==> config.mk <==
export PLATFORM = sky130hd
export DESIGN_NAME = hazard_unit_mc
export DESIGN_NICKNAME = d
export VERILOG_FILES = /design/src/rtl/hazard_unit_mc.sv
export SDC_FILE = /design/constraint.sdc
export NUM_CORES = 1
export LEC_CHECK = 0
export CAP_MARGIN = 10
export CORE_MARGIN = 2
export CORE_UTILIZATION = 30
export CTS_CLUSTER_DIAMETER = 200
export CTS_CLUSTER_SIZE = 40
export DETAILED_ROUTE_END_ITERATION = 8
export PLACE_DENSITY = 0.74
export SYNTH_ARGS = -nofsm -noshare
export SYNTH_HDL_FRONTEND = slang
export SYNTH_SLANG_ARGS = --single-unit
==> constraint.sdc <==
create_clock -name clk -period 1.8 [get_ports clk]
set_clock_uncertainty 0.05 [all_clocks]
set_input_delay 0.36 -clock clk [delete_from_list [all_inputs] [get_ports clk]]
set_output_delay 0.36 -clock clk [all_outputs]
set_load 0.05 [all_outputs]
==> src/rtl/hazard_unit_mc.sv <==
// Hazard unit for the 5-stage pipeline: M/W forwarding, load-use and branch control,
// and a multi-cycle execute hold FSM. Optional perf counters under HAZARD_PERF_EN.
module hazard_unit_mc #(
    parameter int REG_ADDR_W = 5,
    parameter int MD_LATENCY = 4,
    parameter int PERF_W     = 32
) (
    input  logic                  clk,
    input  logic                  reset,
    input  logic [REG_ADDR_W-1:0] Rs1D,
    input  logic [REG_ADDR_W-1:0] Rs2D,
    input  logic                  useRs1D,
    input  logic                  useRs2D,
    input  logic [REG_ADDR_W-1:0] Rs1E,
    input  logic [REG_ADDR_W-1:0] Rs2E,
    input  logic [REG_ADDR_W-1:0] RdE,
    input  logic                  resultSrcE_0,
    input  logic                  mdE,
    input  logic                  PcSrcE,
    input  logic [REG_ADDR_W-1:0] RdM,
    input  logic                  RegWriteM,
    input  logic [REG_ADDR_W-1:0] RdW,
    input  logic                  RegWriteW,
    output logic [1:0]            forwardAE,
    output logic [1:0]            forwardBE,
    output logic                  stallF,
    output logic                  stallD,
    output logic                  stallE,
    output logic                  flushD,
    output logic                  flushE,
    output logic                  flushM,
    output logic                  mdBusy
`ifdef HAZARD_PERF_EN
    ,
    output logic [PERF_W-1:0]     stallCount,
    output logic [PERF_W-1:0]     flushCount
`endif
);

    typedef enum logic [1:0] {IDLE, BUSY, DONE} md_state_t;

    localparam bit       MD_EN    = (MD_LATENCY > 1);
    localparam logic [3:0] CNT_INIT = (MD_LATENCY >= 2) ? 4'(MD_LATENCY - 2) : 4'd0;

    md_state_t  state;
    logic [3:0] cnt;
    logic       lw_stall;
    logic       md_stall;

    function automatic logic [1:0] fwd_sel(
        input logic [REG_ADDR_W-1:0] rs,
        input logic [REG_ADDR_W-1:0] rd_m,
        input logic                  we_m,
        input logic [REG_ADDR_W-1:0] rd_w,
        input logic                  we_w
    );
        if (rs != '0 && we_m && rs == rd_m)      return 2'b10;
        else if (rs != '0 && we_w && rs == rd_w) return 2'b01;
        else                                     return 2'b00;
    endfunction

    always_comb begin
        lw_stall = resultSrcE_0 && (RdE != '0) &&
                   ((useRs1D && Rs1D == RdE) || (useRs2D && Rs2D == RdE));
        md_stall = 1'b0;
        case (state)
            IDLE:    md_stall = mdE && MD_EN;
            BUSY:    md_stall = 1'b1;
            default: md_stall = 1'b0;
        endcase
    end

    // Reset forces a clean pipeline: no stalls, D/E cleared to bubbles.
    always_comb begin
        if (reset) begin
            forwardAE = 2'b00;
            forwardBE = 2'b00;
            stallF    = 1'b0;
            stallD    = 1'b0;
            stallE    = 1'b0;
            flushD    = 1'b1;
            flushE    = 1'b1;
            flushM    = 1'b0;
            mdBusy    = 1'b0;
        end else begin
            forwardAE = fwd_sel(Rs1E, RdM, RegWriteM, RdW, RegWriteW);
            forwardBE = fwd_sel(Rs2E, RdM, RegWriteM, RdW, RegWriteW);
            stallF    = lw_stall | md_stall;
            stallD    = lw_stall | md_stall;
            stallE    = md_stall;
            flushD    = PcSrcE & ~md_stall;
            flushE    = (lw_stall | PcSrcE) & ~md_stall;
            flushM    = md_stall;
            mdBusy    = (state != IDLE);
        end
    end

    // cnt holds the remaining BUSY cycles; DONE is the single advance cycle.
    always_ff @(posedge clk) begin
        if (reset) begin
            state <= IDLE;
            cnt   <= 4'd0;
        end else begin
            case (state)
                IDLE: begin
                    if (mdE && MD_EN) begin
                        cnt   <= CNT_INIT;
                        state <= (MD_LATENCY == 2) ? DONE : BUSY;
                    end
                end
                BUSY: begin
                    cnt <= cnt - 4'd1;
                    if (cnt == 4'd1) state <= DONE;
                end
                DONE:    state <= IDLE;
                default: state <= IDLE;
            endcase
        end
    end

`ifdef HAZARD_PERF_EN
    always_ff @(posedge clk) begin
        if (reset) begin
            stallCount <= '0;
            flushCount <= '0;
        end else begin
            if (stallF)          stallCount <= stallCount + 1'b1;
            if (flushD | flushE) flushCount <= flushCount + 1'b1;
        end
    end
`endif

endmodule

==> results_dict.tcl, run 1 <==
set metrics [dict create \
    run_status "complete, but fails checks" \
    violations "negative setup slack" \
    power_density_nw_per_um2 396.2 \
    layout-drive-gt1-share 0.5429 \
    num_rows 18 \
    timing.final.crit_share 1.185 \
    fin_ws_ps -333.5 \
    ys_types 29 \
    ctsHoldBuffers 0 \
    synth_top_area_share 0.2022 \
    synthCells 94 \
    power_mw 0.7353 \
    required_ps 1390 \
    yosysSeqAreaShare 0.1541 \
    hold_path.class "flop to flop" \
    ir_drop_mv 0.4200 \
    finalSetupViolCount 7 \
    finalNonFillerCells 206 \
    htreeDepth 1 \
    grt_max_degree 8 \
    place_hpwl_um 2289 \
    seq_area_um2 123.9 \
    syn_avg_cell_area_um2 8.293 \
    rsz0062_at_grt "true" \
    max_freq_ghz 0.4687 \
    areaGrowthSynthToFinish_pct 138.0 \
    via_count 1016 \
    tritoncts "yes" \
    synth.area.top_cells "xnor2_1, dfxtp_1, xor2_1" \
    drv_slew 0 \
    grt.total_usage 0.2078 \
    crit_arrival_ps 1720 \
    nNetsFinal 223 \
    yosysTopAreaCell "xnor2_1" \
    drc 0 \
    viasPerCell 4.932 \
    multi_input_area_um2 819.5 \
    final_util 0.7490 \
    synth_area_um2 779.5 \
    synth_seq_cells 6 \
    clkTransAtPathRegs_ps 40 \
    drt-pass1-iter-count 4 \
    crit_type "input pin to primary output" \
    grt_remaining_overflow 0 \
    ios 55 \
    gp_congestion 0.7235 \
    critPathMaxFanout 2 \
    setup_tns_ps -1720 \
    cts_sinks 6 \
    grt_pass1_wl_um 4374 \
    insertion_delay_ps 240 \
    grt_pass1_vias 1004 \
    cts-buffers-inserted 3 \
    coreArea_um2 2477 \
    root_buffer "clkbuf_4" \
    ys_warn_count 0 \
    wl_um 3161 \
    ctsLongestPathBuffers 2 \
    syn_nets 140 \
    setup.worst_path.start_class "input pin" \
    final-hold-violation-count 0 \
    initial_utilization 0.3146 \
    tightestPinTransition_ps 334.8 \
    fp.dieW_um 54.98 \
    wl_per_cell_um 15.34 \
    n_fill_cell 169 \
    detail-route-antenna-nets 0 \
    die_height_um 54.98 \
    antenna_found_initial 1 \
    io_buffers 54 \
    p_leak_nw 0.7737 \
    dp_cells 195 \
    slew_headroom 0.7774 \
    end_kind "primary output" \
    first_iter_violations 7 \
    period_minus_slack_ps 2133 \
    dieArea_um2 3022 \
    max_cap_violations 0 \
]
[state kept, by name, summed over array words and instances (netlist names)]
name   flops
cnt        4
state      2
[report_power, final]
| group | internal, mW | switching [mW] | leakage (nW) |
|---|---|---|---|
| Clock | 0.0753 | 0.0471 | 0.0138 |
| Combinational | 0.247 | 0.213 | 0.710 |
| Sequential | 0.143 | 0.00990 | 0.0503 |
[placed cells by master (no fill, tap or decap), types with 2 or more instances in the layout]
master,instances
a22oi_1,2
buf_12,11
buf_2,8
buf_4,22
buf_6,14
buf_8,2
clkbuf_2,4
clkbuf_4,3
clkdlybuf4s15_1,2
clkdlybuf4s50_1,8
dfxtp_1,5
dlygate4sd2_1,7
dlymetal6s2s_1,2
ha_1,2
inv_1,3
mux2_2,2
nand2_1,3
nand4_1,4
nor2_1,9
nor2_4,2
nor2b_1,2
nor2b_4,2
nor3_1,2
nor4_2,2
nor4_4,4
o31ai_4,2
or4_4,2
xnor2_1,12
xnor2_2,6
xor2_1,10
[worst max-delay path, stage by stage]
cell	delay (ps)
buf_2	100
xor2_1	170
nor4_2	290
a32oi_2	180
buf_4	180
o31ai_4	270
buf_12	170
[per-stage QoR]
step,cell area [um^2],hold slack (ps),setup WS (ps)
after detailed placement,1677,496.8,-725.3
after floorplan,860.8,445.8,-460.9
final,1856,500.0,-333.5
after global placement,1677,469.0,-690.3
after global routing,1856,530.4,-395.5
after CTS,1802,500.6,-331.3
[path summary, 6_finish.rpt]
kind	start	slack, ps	cells past startpoint	end
worst min-delay path	cnt[1]$_SDFFE_PP0P_	500	2	cnt[1]$_SDFFE_PP0P_
worst max-delay path	Rs1D[2]	-330	7	flushE
worst max register to register	cnt[2]$_SDFFE_PP0P_	500	4	cnt[3]$_SDFFE_PP0P_
worst min register to register	cnt[1]$_SDFFE_PP0P_	500	2	cnt[1]$_SDFFE_PP0P_
[final cells by class]
cell class,count,area share
antenna,1,0.001349
inverter,4,0.01011
multi-input combinational,81,0.4417
clock buffer,3,0.01214
tap,30,0.02023
timing repair buffer,81,0.4477
sequential,6,0.06676
[what timing repair did]
item,CTS,global route
setup endpoints to repair,10,10
gates resized for setup,125,22
setup buffers,5,3
pin swaps,28,16
[cells in the mapped netlist]
| cell | n |
|---|---|
| o21ai_0 | 1 |
| clkbuf_1 | 1 |
| or4_1 | 1 |
| nand4_1 | 4 |
| xnor2_1 | 18 |
| ha_1 | 2 |
| buf_4 | 2 |
| nand2b_1 | 1 |
| a32oi_1 | 1 |
| nor4_1 | 2 |
| or4_4 | 2 |
| a21oi_1 | 2 |
| mux2_2 | 2 |
| a22oi_1 | 2 |
| nor3_1 | 2 |
| nor2_4 | 2 |
| or2_2 | 1 |
| nor2_1 | 9 |
| inv_1 | 4 |
| a221oi_1 | 1 |
| nand2_1 | 3 |
| o21bai_1 | 1 |
| dfxtp_1 | 6 |
| o31ai_1 | 2 |
| xor2_1 | 12 |
| nor4_2 | 4 |
| a31oi_1 | 1 |
| nor2b_1 | 4 |
| and2_0 | 1 |
[metal layers]
layer  global-route usage  vias to the layer above  wire length (um)
met5                    0                        -                 0
met1               0.2112                      470              1171
li1                     -                      494                 -
met2               0.4028                       50              1667
met3              0.06183                        2               308
met4              0.06098                        0                13
[cells by family (layout without fill, tap and decap cells)]
logic type               Yosys count  in the layout  share of synthesized area
buffers and inverters              7             88                    0.04332
AO/OA/AOI/OAI                     11             11                    0.09791
multiplexers                       2              2                    0.02889
flip-flops                         6              6                     0.1541
XOR/XNOR                          30             30                     0.3371
AND/OR/NAND/NOR                   36             36                     0.3066
other                              0              1                          0
adder cells (fa/ha/maj)            2              2                    0.03210
(Power assumes the default switching activity.)
==> run 2: changes to the inputs <==
--- a/config.mk
+++ b/config.mk
@@ -7,11 +7,11 @@
 export LEC_CHECK = 0
 export CAP_MARGIN = 10
 export CORE_MARGIN = 2
-export CORE_UTILIZATION = 30
+export CORE_UTILIZATION = 35
 export CTS_CLUSTER_DIAMETER = 200
 export CTS_CLUSTER_SIZE = 40
 export DETAILED_ROUTE_END_ITERATION = 8
-export PLACE_DENSITY = 0.74
+export PLACE_DENSITY = 0.84
 export SYNTH_ARGS = -nofsm -noshare
 export SYNTH_HDL_FRONTEND = slang
 export SYNTH_SLANG_ARGS = --single-unit
==> constraint.sdc (replaced) <==
create_clock -name clk -period 1.8 [get_ports clk]
set_clock_uncertainty 0.05 [all_clocks]
set_input_delay 0.36 -clock clk [delete_from_list [all_inputs] [get_ports clk]]
set_output_delay 0.36 -clock clk [all_outputs]
set_load 0.005 [all_outputs]
==> run 2 against run 1 <==
The flow still finishes with violations (negative setup slack); clock-buffer cell count unchanged; register-to-register slack got worse by 80 ps; wire length decreased by 7.1%; maximum frequency increased by 2.6%; largest cell class is now multi-input gates; sequential share of layout area increased by 0.80 points.
==> results_dict.tcl, run 2 (synthesis results as in run 1) <==
set metrics [dict create \
    seq_area_um2 122.6 \
    num_rows 17 \
    multi_input_area_um2 734.5 \
    critPathMaxStageDelay_ps 540 \
    root_buffer "clkbuf_4" \
    drc 0 \
    ios 55 \
    timing.final.crit_share 1.156 \
    n_fill_cell 147 \
    violations "negative setup slack" \
    finalSetupViolCount 7 \
    fin_ws_ps -280.4 \
    drv_slew 0 \
    areaGrowthSynthToFinish_pct 110.4 \
    slowest_stage "or4_4" \
    tritoncts "yes" \
    ir_drop_mv 0.3266 \
    largest_reg_flops 4 \
    required_ps 1390 \
    cts_sinks 6 \
    tightestPinTransition_ps 435.5 \
    ctsHoldBuffers 0 \
    diodes 0 \
    grt_pass1_vias 996 \
    grt_pass1_wl_um 4353 \
    post-place-ws_ps -1003 \
    final-hold-violation-count 0 \
    mostFrequentLayoutCell "buf_6" \
    max_freq_ghz 0.4807 \
    io_buffers 54 \
    max_cap_violations 0 \
    fp.dieW_um 51.19 \
    die_height_um 51.19 \
    setup.worst_path.start_class "input pin" \
    grt_max_degree 10 \
    htreeDepth 1 \
    crit_arrival_ps 1670 \
    period_minus_slack_ps 2080 \
    end_kind "primary output" \
    rsz0062_at_grt "true" \
    coreArea_um2 2148 \
    clkTransAtPathRegs_ps 50 \
    first_iter_violations 33 \
    detail-route-antenna-nets 0 \
    gp_congestion 0.7922 \
    cp_top_family "simple AND/OR/NAND/NOR gates" \
    dieArea_um2 2620 \
    crit_top_cell "nor4_2" \
    critical_path_buf_inv_count 3 \
    regMostFlops "cnt" \
    p_leak_nw 0.7315 \
    nNetsFinal 226 \
    antenna_found_initial 0 \
    cts-buffers-inserted 3 \
    hold_path.class "flop to flop" \
    grt_remaining_overflow 0 \
    reg.largest.list "cnt: 4 flops, state: 2 flops" \
    wl_per_cell_um 14.26 \
    crit_type "input pin to primary output" \
    layout_common_cells "buf_6, buf_4, buf_2" \
    place_hpwl_um 2264 \
    setup_tns_ps -1243 \
    insertion_delay_ps 250 \
    ctsLongestPathBuffers 2 \
    wl_um 2937 \
    via_count 1029 \
    slew_headroom 0.7077 \
    drt-pass1-iter-count 4 \
    run_status "complete, but fails checks" \
    viasPerCell 4.995 \
    layout-drive-gt1-share 0.5169 \
    regToRegSetupSlack_ps 420 \
    grt.total_usage 0.2230 \
    crit_chain "buf_6, or4_4, nor2_4, nor4_2, buf_4, nor4_2, buf_2" \
    power_density_nw_per_um2 395.1 \
    initial_utilization 0.3628 \
    critPathMaxFanout 2 \
]
## run 2: cell types whose count changed in the layout (fill, tap and decap cells not counted), moves of 3 or more
cell,previous run,this run
buf_2,8,17
nor4_4,4,1
dlygate4sd2_1,7,10
buf_6,14,22
buf_12,11,0
## run 2: path summary, 6_finish.rpt
path,from,to,cells past startpoint
min reg2reg,cnt[1]$_SDFFE_PP0P_,cnt[1]$_SDFFE_PP0P_,2
min,cnt[1]$_SDFFE_PP0P_,cnt[1]$_SDFFE_PP0P_,2
max,Rs2E[1],forwardBE[0],7
max reg2reg,state[1]$_SDFFE_PP0P_,state[0]$_SDFFE_PP0P_,6
## run 2: repair_timing
item / in CTS / in global routing
cloned: 0 / 0
gates resized for setup: 171 / 18
setup buffers: 11 / 3
endpoints found under the setup margin: 11 / 10
pin swaps: 31 / 18
## run 2: layer usage
metal / wire (um) / track usage / vias to the layer above
li1: - / - / 500
met5: 0 / 0 / -
met4: 49 / 0.04054 / 0
met3: 179 / 0.04386 / 6
met2: 1644 / 0.4394 / 46
met1: 1063 / 0.2429 / 477
## run 2: layout make-up
cell class,instances,area share
inverters,4,0.01068
flip-flops and latches,6,0.07475
multi-input cells,81,0.4478
repair buffers,84,0.4317
well taps,28,0.02136
clock buffers,3,0.01373
## run 2: through the flow
| step | instance area (um^2) | instances | utilization | power [mW] | hold slack, ps |
|---|---|---|---|---|---|
| final | 1640 | 206 | 0.7635 | 0.6481 | 497.3 |
| after global routing | 1640 | 206 | 0.7635 | 0.6796 | 542.0 |
| after CTS | 1585 | 204 | 0.7379 | 0.6245 | 497.5 |
| after detailed placement | 1469 | 190 | 0.6838 | 0.4755 | 490.0 |
| after global placement | 1469 | 190 | 0.6838 | 0.4646 | 468.6 |
| after floorplan | 784.5 | 94 | - | 0.2831 | 432.5 |
## run 2: worst min-delay path, cell delays in order (launching register included)
cell      delay, ps
dfxtp_1         310
inv_1            90
a221oi_1         90
## run 2: power breakdown
group / switching (mW) / leakage [nW] / internal [mW] / total (mW)
Combinational: 0.151 / 0.668 / 0.215 / 0.366
Clock: 0.0523 / 0.0138 / 0.0757 / 0.128
Sequential: 0.00987 / 0.0501 / 0.144 / 0.154
